===== src/rtl/twisted_ring_counter_if.sv =====
`default_nettype none
// ============================================================================
// Module      : twisted_ring_counter_if
// Description : Control and status bundle for twisted_ring_counter.
//               master drives the controls and observes the status;
//               slave is the counter side.
// Signals     : en        shift enable (0 = hold)
//               mode[1:0] 00 SHIFT, 01 RING, 10 JOHNSON, 11 JOHNSON_IN
//               dir       0 = shift toward MSB, 1 = shift toward LSB
//               load      synchronous parallel load, overrides en
//               load_val  value captured on load
//               ser_in    serial input for SHIFT and JOHNSON_IN
//               q         register contents
//               phase     steps since last reset/load/mode change
//               wrap      one-cycle pulse after a completed period
//               illegal   registered "q is not a Johnson pattern" flag
// Revision    : 1.0  initial release
// ============================================================================
interface twisted_ring_counter_if #(
    parameter int WIDTH = 5
);
    localparam int PW = $clog2(2 * WIDTH);

    logic             en;
    logic [1:0]       mode;
    logic             dir;
    logic             load;
    logic [WIDTH-1:0] load_val;
    logic             ser_in;
    logic [WIDTH-1:0] q;
    logic [PW-1:0]    phase;
    logic             wrap;
    logic             illegal;

    modport master (
        output en, mode, dir, load, load_val, ser_in,
        input  q, phase, wrap, illegal
    );

    modport slave (
        input  en, mode, dir, load, load_val, ser_in,
        output q, phase, wrap, illegal
    );
endinterface
`default_nettype wire


===== src/rtl/twisted_ring_counter.sv =====
`default_nettype none
// ============================================================================
// Module      : twisted_ring_counter
// Description : Parametrised shift / ring / Johnson counter with selectable
//               direction, synchronous parallel load, phase tracker, wrap
//               pulse and illegal Johnson pattern detection.
// Ports       : clk      clock, all state changes on the rising edge
//               clear_n  asynchronous active-low reset
//               bus      twisted_ring_counter_if.slave (controls + status)
// Parameters  : WIDTH    register length, 2..32
// Options     : TRC_AUTOCORRECT_EN  when defined, an enabled edge in a
//               Johnson mode that sees an illegal pattern clears q and phase
//               instead of shifting.
// Revision    : 1.0  initial release
// ============================================================================
module twisted_ring_counter #(
    parameter int WIDTH = 5
) (
    input logic                   clk,
    input logic                   clear_n,
    twisted_ring_counter_if.slave bus
);

    localparam int              PW         = $clog2(2 * WIDTH);
    localparam int              DW         = WIDTH - 1;
    localparam logic [1:0]      MODE_SHIFT = 2'b00;
    localparam logic [1:0]      MODE_RING  = 2'b01;
    localparam logic [1:0]      MODE_JOHN  = 2'b10;
    localparam logic [1:0]      MODE_JIN   = 2'b11;
    localparam logic [PW-1:0]   LAST_SHORT = PW'(WIDTH - 1);
    localparam logic [PW-1:0]   LAST_LONG  = PW'(2 * WIDTH - 1);

    // ------------------------------------------------------------------
    // State
    // ------------------------------------------------------------------
    logic [WIDTH-1:0] q_q,       q_d;
    logic [PW-1:0]    phase_q,   phase_d;
    logic             wrap_q,    wrap_d;
    logic             illegal_q, illegal_d;
    logic [1:0]       mode_q,    mode_d;

    // ------------------------------------------------------------------
    // Combinational helpers
    // ------------------------------------------------------------------
    logic [DW-1:0]    w_diff;
    logic             w_legal;
    logic             w_exit;
    logic             w_fill;
    logic [WIDTH-1:0] w_shifted;
    logic [PW-1:0]    w_last;
    logic             w_mode_change;
    logic             w_correct;

    // A legal Johnson pattern (0*1* or 1*0*) has at most one boundary
    // between neighbouring bits that differ; the one-hot-or-zero test on
    // the neighbour-difference vector checks exactly that.
    assign w_diff  = q_q[WIDTH-1:1] ^ q_q[WIDTH-2:0];
    assign w_legal = ((w_diff & (w_diff - DW'(1))) == '0);

    assign w_exit = bus.dir ? q_q[0] : q_q[WIDTH-1];

    always_comb begin
        w_fill = bus.ser_in;
        case (bus.mode)
            MODE_SHIFT: w_fill = bus.ser_in;
            MODE_RING:  w_fill = w_exit;
            MODE_JOHN:  w_fill = ~w_exit;
            MODE_JIN:   w_fill = bus.ser_in | ~w_exit;
            default:    w_fill = bus.ser_in;
        endcase
    end

    assign w_shifted = bus.dir ? {w_fill, q_q[WIDTH-1:1]}
                               : {q_q[WIDTH-2:0], w_fill};

    // Johnson modes cycle through 2*WIDTH states, shift/ring through WIDTH.
    assign w_last        = bus.mode[1] ? LAST_LONG : LAST_SHORT;
    assign w_mode_change = (bus.mode != mode_q);

`ifdef TRC_AUTOCORRECT_EN
    assign w_correct = bus.en & bus.mode[1] & ~w_legal;
`else
    assign w_correct = 1'b0;
`endif

    // ------------------------------------------------------------------
    // Next-state: load > autocorrect > shift > hold
    // ------------------------------------------------------------------
    always_comb begin
        q_d     = q_q;
        phase_d = phase_q;
        wrap_d  = 1'b0;
        if (bus.load) begin
            q_d     = bus.load_val;
            phase_d = '0;
        end else if (w_correct) begin
            q_d     = '0;
            phase_d = '0;
        end else if (bus.en) begin
            // A mode change restarts the phase but the shift itself already
            // follows the new mode.
            q_d = w_shifted;
            if (w_mode_change) begin
                phase_d = '0;
            end else if (phase_q == w_last) begin
                phase_d = '0;
                wrap_d  = 1'b1;
            end else begin
                phase_d = phase_q + PW'(1);
            end
        end else if (w_mode_change) begin
            phase_d = '0;
        end
    end

    // Flag reflects the pattern present before this edge; SHIFT/RING never
    // flag because mode[1] is clear.
    assign illegal_d = bus.mode[1] & ~w_legal;
    assign mode_d    = bus.mode;

    // ------------------------------------------------------------------
    // Registers
    // ------------------------------------------------------------------
    always_ff @(posedge clk or negedge clear_n) begin
        if (!clear_n) begin
            q_q       <= '0;
            phase_q   <= '0;
            wrap_q    <= 1'b0;
            illegal_q <= 1'b0;
            mode_q    <= '0;
        end else begin
            q_q       <= q_d;
            phase_q   <= phase_d;
            wrap_q    <= wrap_d;
            illegal_q <= illegal_d;
            mode_q    <= mode_d;
        end
    end

    // ------------------------------------------------------------------
    // Outputs
    // ------------------------------------------------------------------
    assign bus.q       = q_q;
    assign bus.phase   = phase_q;
    assign bus.wrap    = wrap_q;
    assign bus.illegal = illegal_q;

endmodule
`default_nettype wire

===== src/flat_wrapper.sv =====
// flat-port wrapper written by rule: the top's interface ports become plain ports
module twisted_ring_counter_flat 
#(
    parameter int WIDTH = 5
)
  (clk, clear_n, bus_en, bus_mode, bus_dir, bus_load, bus_load_val, bus_ser_in, bus_q, bus_phase, bus_wrap, bus_illegal);
  twisted_ring_counter_if #(.WIDTH(WIDTH)) bus_i ();
  input logic clk;
  input logic clear_n;
  input wire logic [$bits(bus_i.en)-1:0] bus_en;
  input wire logic [$bits(bus_i.mode)-1:0] bus_mode;
  input wire logic [$bits(bus_i.dir)-1:0] bus_dir;
  input wire logic [$bits(bus_i.load)-1:0] bus_load;
  input wire logic [$bits(bus_i.load_val)-1:0] bus_load_val;
  input wire logic [$bits(bus_i.ser_in)-1:0] bus_ser_in;
  output wire logic [$bits(bus_i.q)-1:0] bus_q;
  output wire logic [$bits(bus_i.phase)-1:0] bus_phase;
  output wire logic [$bits(bus_i.wrap)-1:0] bus_wrap;
  output wire logic [$bits(bus_i.illegal)-1:0] bus_illegal;
  assign bus_i.en = bus_en;
  assign bus_i.mode = bus_mode;
  assign bus_i.dir = bus_dir;
  assign bus_i.load = bus_load;
  assign bus_i.load_val = bus_load_val;
  assign bus_i.ser_in = bus_ser_in;
  assign bus_q = bus_i.q;
  assign bus_phase = bus_i.phase;
  assign bus_wrap = bus_i.wrap;
  assign bus_illegal = bus_i.illegal;
  twisted_ring_counter #(.WIDTH(WIDTH)) u_core (.clk(clk), .clear_n(clear_n), .bus(bus_i));
endmodule

===== config.mk =====
export PLATFORM = sky130hd
export DESIGN_NAME = twisted_ring_counter_flat
export DESIGN_NICKNAME = d
export VERILOG_FILES = /design/src/rtl/twisted_ring_counter_if.sv /design/src/rtl/twisted_ring_counter.sv /design/src/flat_wrapper.sv
export SDC_FILE = /design/constraint.sdc
export NUM_CORES = 1
export LEC_CHECK = 0
export CAP_MARGIN = 20
export CORE_ASPECT_RATIO = 1.25
export CORE_MARGIN = 4
export CORE_UTILIZATION = 48
export DETAILED_ROUTE_END_ITERATION = 10
export GPL_TIMING_DRIVEN = 0
export PLACE_DENSITY = 0.82
export SLEW_MARGIN = 10
export SYNTH_ARGS = -nofsm -noshare
export SYNTH_HDL_FRONTEND = slang
export SYNTH_SLANG_ARGS = --single-unit

===== constraint.sdc =====
create_clock -name clk -period 3.4 [get_ports clk]
set_clock_uncertainty 0.05 [all_clocks]
set_input_delay 0.51 -clock clk [delete_from_list [all_inputs] [get_ports clk]]
set_output_delay 0.51 -clock clk [all_outputs]
set_load 0.005 [all_outputs]

# Word-level counts from Yosys, hierarchy flattened
# Index checks and enable logic that the tools add are counted.
# totals
out_inout_bits	11
in_bits	13
regBits	13
# op_classes
bitwise	6
reduce_logical	4
n_mux	15
n_eq_ne	5
add_sub_neg	2
# op_table
cell	n
$mux 4	6
$mux 5	3
$mux 1	5
$add 4x1->4 const B	1
$and 4x4->4	1
$eq 2x2->1 const B	2
$eq 4x4->1	1
$logic_not 4->1	1
$pmux 1 s4	1
$sub 4x1->4 const B	1
$xor 4x4->4	1
$reduce_bool 3->1	1
$eq 2x1->1 const B	1
$logic_not 2->1	1
$ne 2x2->1	1
$not 1->1	2
$reduce_bool 2->1	1
$and 1x1->1	1
$or 1x1->1	1

# Logic depth before layout (Yosys ltp)
# depth
ltp_word	7
depth_mapped	6

# Worst setup path after synthesis
# OpenSTA, ideal clock, no wires.
# synth_path
kind	input-to-reg
start	input port bus_mode[1]
end	register u_core.phase_q[2] (netlist: u_core.bus.phase[2])
required_time_ns	3.225
slack_ns	1.742
stages	5
t_arrival_ns	1.483
setup_ns	0.125
path_buffers	1
cell_sequence	buf_6 -> or4b_1 -> a21o_1 -> o21ai_0 -> a21oi_1
# synth_via
elab_chain_len	6
# synth_lines
element	line	source
start, declared	flat_wrapper.sv:11	input wire logic [$bits(bus_i.mode)-1:0] bus_mode;
$mux 4	twisted_ring_counter.sv:77	assign w_last = bus.mode[1] ? LAST_LONG : LAST_SHORT;
$eq 4x4->1	twisted_ring_counter.sv:105	end else if (phase_q == w_last) begin
$mux 4	twisted_ring_counter.sv:105	
$mux 4	twisted_ring_counter.sv:103	if (w_mode_change) begin
$mux 4	twisted_ring_counter.sv:99	end else if (bus.en) begin
$mux 4	twisted_ring_counter.sv:93	if (bus.load) begin
end signal, assigned	twisted_ring_counter.sv:133	phase_q <= phase_d;
end, declared	twisted_ring_counter.sv:37	logic [PW-1:0] phase_q, phase_d;
# Several ways; a longest one is shown, not always the timed one.
# A chain may end at the register's enable or synchronous reset.

# Final worst setup path
# Same ends and word-level chain as after synthesis.

==> run_results.csv <==
group,metric,value,unit
placement,dpl.hpwl,1.28,mm
die,coreArea,1540,µm²
setup_path,cp_slowest_cell,"or4b_1",
min_path,min_path_cells,3,
power,power_density,341,nW/µm²
synth,synthesis.nets,98,
setup_path,crit_chain,"clkdlybuf4s50_1 -> buf_6 -> or4b_1 -> a21o_1 -> o21ai_0 -> a21oi_1",
timing,fmax,519,MHz
clock_tree,cts.repair.resized,0,
setup_path,rr_worst_depth,4,
layout,diodes,0,
timing,tns,0,ns
detailed_routing,drt_iter0_markers,6,
synth,synth_cell_types,33,
layout,areaGrowthSynthToFinish,33.3,%
global_route,grt_pass1_wl,2.89,mm
setup_path,crit_required,3.51,ns
detailed_routing,num_vias,706,
clock_tree,cts_buffers,3,
power,sequentialPowerShare,49.7,%
synth,synth_area_leaders,"dfrtp_1, mux2i_1, a21oi_1",
synth,synth.yosys.seq_area_share,41.8,%
clock_tree,insertion_delay,0.27,ns
power,power_switching,0.0000964,W
min_path,hold_end,"u_core.bus.q[0]",
synth,syn_area,778,µm²
global_route,grt_overflow,0,
setup_path,path_class,"in2reg",
power,power_frac_comb,23.3,%
synth,synthMuxAreaShare,7.72,%
layout,fin_nets,124,
timing,finalSetupViolCount,0,
placement,dp_slack,1.19,ns
clock_tree,post-cts-setup-buffers,0,
setup_path,r2r_end,"u_core.bus.phase[2]",
synth,ys_ff_latch,13,
setup_path,critPathTopFamily,"buffers and inverters",
detailed_routing,wl,1.67,mm
detailed_routing,drt-vias-per-instance,5.56,
setup_path,crit_arrival,2.03,ns
timing,slew_headroom,61.6,%
detailed_routing,dr.pass1.iters,4,
clock_tree,h-tree-depth,1,
power,total_power,0.000354,W
detailed_routing,wire_per_inst,13.2,µm
synth,syn_area_per_cell,9.26,µm²
timing,fin_ws,1.47,ns
synth,post_synth_fa_ha_maj_area_fraction,3.05,%
synth,synth_top_family_by_area,"simple AND/OR/NAND/NOR gates",
clock_tree,cts_tree,"yes",
timing,grt_setup_unrepaired,"no",
layout,final_cell_mix,"clkdlybuf4s50_1, dfrtp_1, nand2_1, a21oi_1",
clock_tree,ctsHoldBuffers,0,
synth,post-synth-top-area-cell,"dfrtp_1",
die,ioPinCount,24,
timing,finalCritPeriodShare,56.7,%
placement,numPortBuffers,21,
die,dieHeight,53.0,µm
die,start_util,50.5,%
placement,post-place-cells,123,
timing,holdWs,0.525,ns
flow_run,cap_violations,0,
clock_tree,cts_max_path_buffers,2,
timing,tightest_slew,0.575,ns
setup_path,worstPathMaxFanout,8,
synth,syn_inst,84,
setup_path,slowest_delay,0.51,ns
min_path,hp-class,"in2reg",
layout,mostFrequentLayoutCell,"clkdlybuf4s50_1",
min_path,hold_start,"bus_dir",
synth,synth_xor_area_share,2.25,%
clock_tree,clkSinkCount,13,
power,ir_worst_vdd,0.237,mV
setup_path,rr_startpoint,"u_core.bus.phase[0]",
timing,period_minus_slack,1.93,ns
global_route,grtUsageTotal,16.6,%
power,cell_internal_pwr,0.000257,W
layout,n_fill_cell,136,
status,outcome,"finished clean",
synth,synth_simple_gate_area_share,20.3,%
detailed_routing,antenna_left,0,
synth,ys_warn_count,0,
die,rows,16,
timing,slew_viol_final,0,
clock_tree,root_buffer,"clkbuf_4",
die,dieWidth,44.0,µm
power,clkPwrFrac,27.1,%
setup_path,cp-start-kind,"input pin",
layout,final_cells,127,
placement,place.gp.congestion,0.776,
global_route,antenna_found_initial,0,
power,p_sw_share,27.3,%
setup_path,endpoint_kind,"flop",
timing,finalHoldViolCount,0,
setup_path,crit_buf_inv,2,
synth,synth_compound_area_share,19.0,%
setup_path,r2r_setup_slack,1.81,ns
clock_tree,clk_pin_slew,0.08,ns
synth,yosys.area.top_type_share,41.8,%
global_route,first_global_vias,689,
layout,drive_gt1_share,7.34,%
global_route,grt_max_degree,14,
detailed_routing,drc,0,
power,p_leak,0.438,nW
die,dieArea,2330,µm²
logic make-up after synthesis:
kind of cell               count (synthesis)
AOI/OAI and AO/OA                         23
muxes                                      6
buffers and inverters                      9
xor gates and xnor gates                   2
and+or+nand+nor                           29
DFF                                       13
adders and majority gates                  2
synthesized netlist by cell type:
cell / count
clkbuf_1: 3
a221oi_1: 1
and3_1: 1
nor2b_1: 4
nor3_2: 1
o2111ai_1: 1
buf_6: 1
nand3_1: 2
a311oi_1: 1
a2111o_1: 1
xor2_1: 2
nor2_1: 6
a41oi_1: 1
nor3b_1: 1
inv_1: 3
a21o_1: 1
nand3b_1: 1
or3_1: 1
or2b_1: 1
nand4b_1: 1
buf_4: 1
buf_2: 1
maj3_2: 1
dfrtp_1: 13
or4b_1: 1
nand2_1: 8
a211oi_1: 2
a22o_1: 1
ha_1: 1
o21ai_0: 6
a21oi_1: 8
mux2i_1: 6
nand2b_1: 1
how the worst max path moves through the flow:
stage                 from             endpoint  slack [ns]  depth (start not counted)
2_1_floorplan  bus_mode[1]  u_core.bus.phase[2]        1.74                          5
3_3_place_gp   bus_mode[1]  u_core.bus.phase[2]        1.21                          6
3_5_place_dp   bus_mode[1]  u_core.bus.phase[2]        1.19                          6
4_1_cts        bus_mode[1]  u_core.bus.phase[2]        1.47                          6
5_1_grt        bus_mode[1]  u_core.bus.phase[2]        1.41                          6
6_report       bus_mode[1]  u_core.bus.phase[2]        1.47                          6
through the flow:
| step | instance area (µm²) | utilization, % |
|---|---|---|
| floorplan | 778 | - |
| global placement | 1010 | 65.6 |
| detailed placement | 1010 | 65.6 |
| CTS | 1040 | 67.3 |
| global route | 1040 | 67.3 |
| finish | 1040 | 67.3 |
power groups by stage:
stage	logic, W	clock network [W]	registers, W
floorplan	0.0000431	0	0.000177
global placement	0.0000816	0	0.000178
detailed placement	0.0000832	0	0.000178
CTS	0.0000838	0.0000959	0.000176
global route	0.0000911	0.000107	0.000178
finish	0.0000822	0.0000958	0.000176
final cells by class:
class / count / area [µm²] / share of cell area (%)
Inverter: 3 / 11.3 / 1.09
Multi-Input combinational cell: 62 / 407 / 39.2
Buffer: 6 / 35.0 / 3.38
Tap cell: 18 / 22.5 / 2.17
Clock buffer: 4 / 26.3 / 2.53
Timing Repair Buffer: 21 / 210 / 20.3
Sequential cell: 13 / 325 / 31.4
worst min-delay path, delay by kind of cell:
| family | cells | cell delay, ns |
|---|---|---|
| compound gates | 2 | 0.16 |
| buf+inv | 1 | 0.14 |
layer usage:
metal  GRT usage [%]  vias to the layer above  part of all wire, %  routed length [µm]
met1            19.2                      329                   41                 684
met2            30.6                       20                   52                 873
met5               0                        -                    0                   0
li1                -                      353                    -                   -
met4            6.03                        0                  1.3                  22
met3            2.04                        4                  5.6                  94
registers in the layout, summed over array words and instances, names as in the netlist:
| name | cells |
|---|---|
| u_core.bus.illegal | 1 |
| u_core.mode_q | 2 |
| u_core.bus.wrap | 1 |
| u_core.bus.q | 5 |
| u_core.bus.phase | 4 |
No activity file was read; power rests on OpenSTA's default activity.
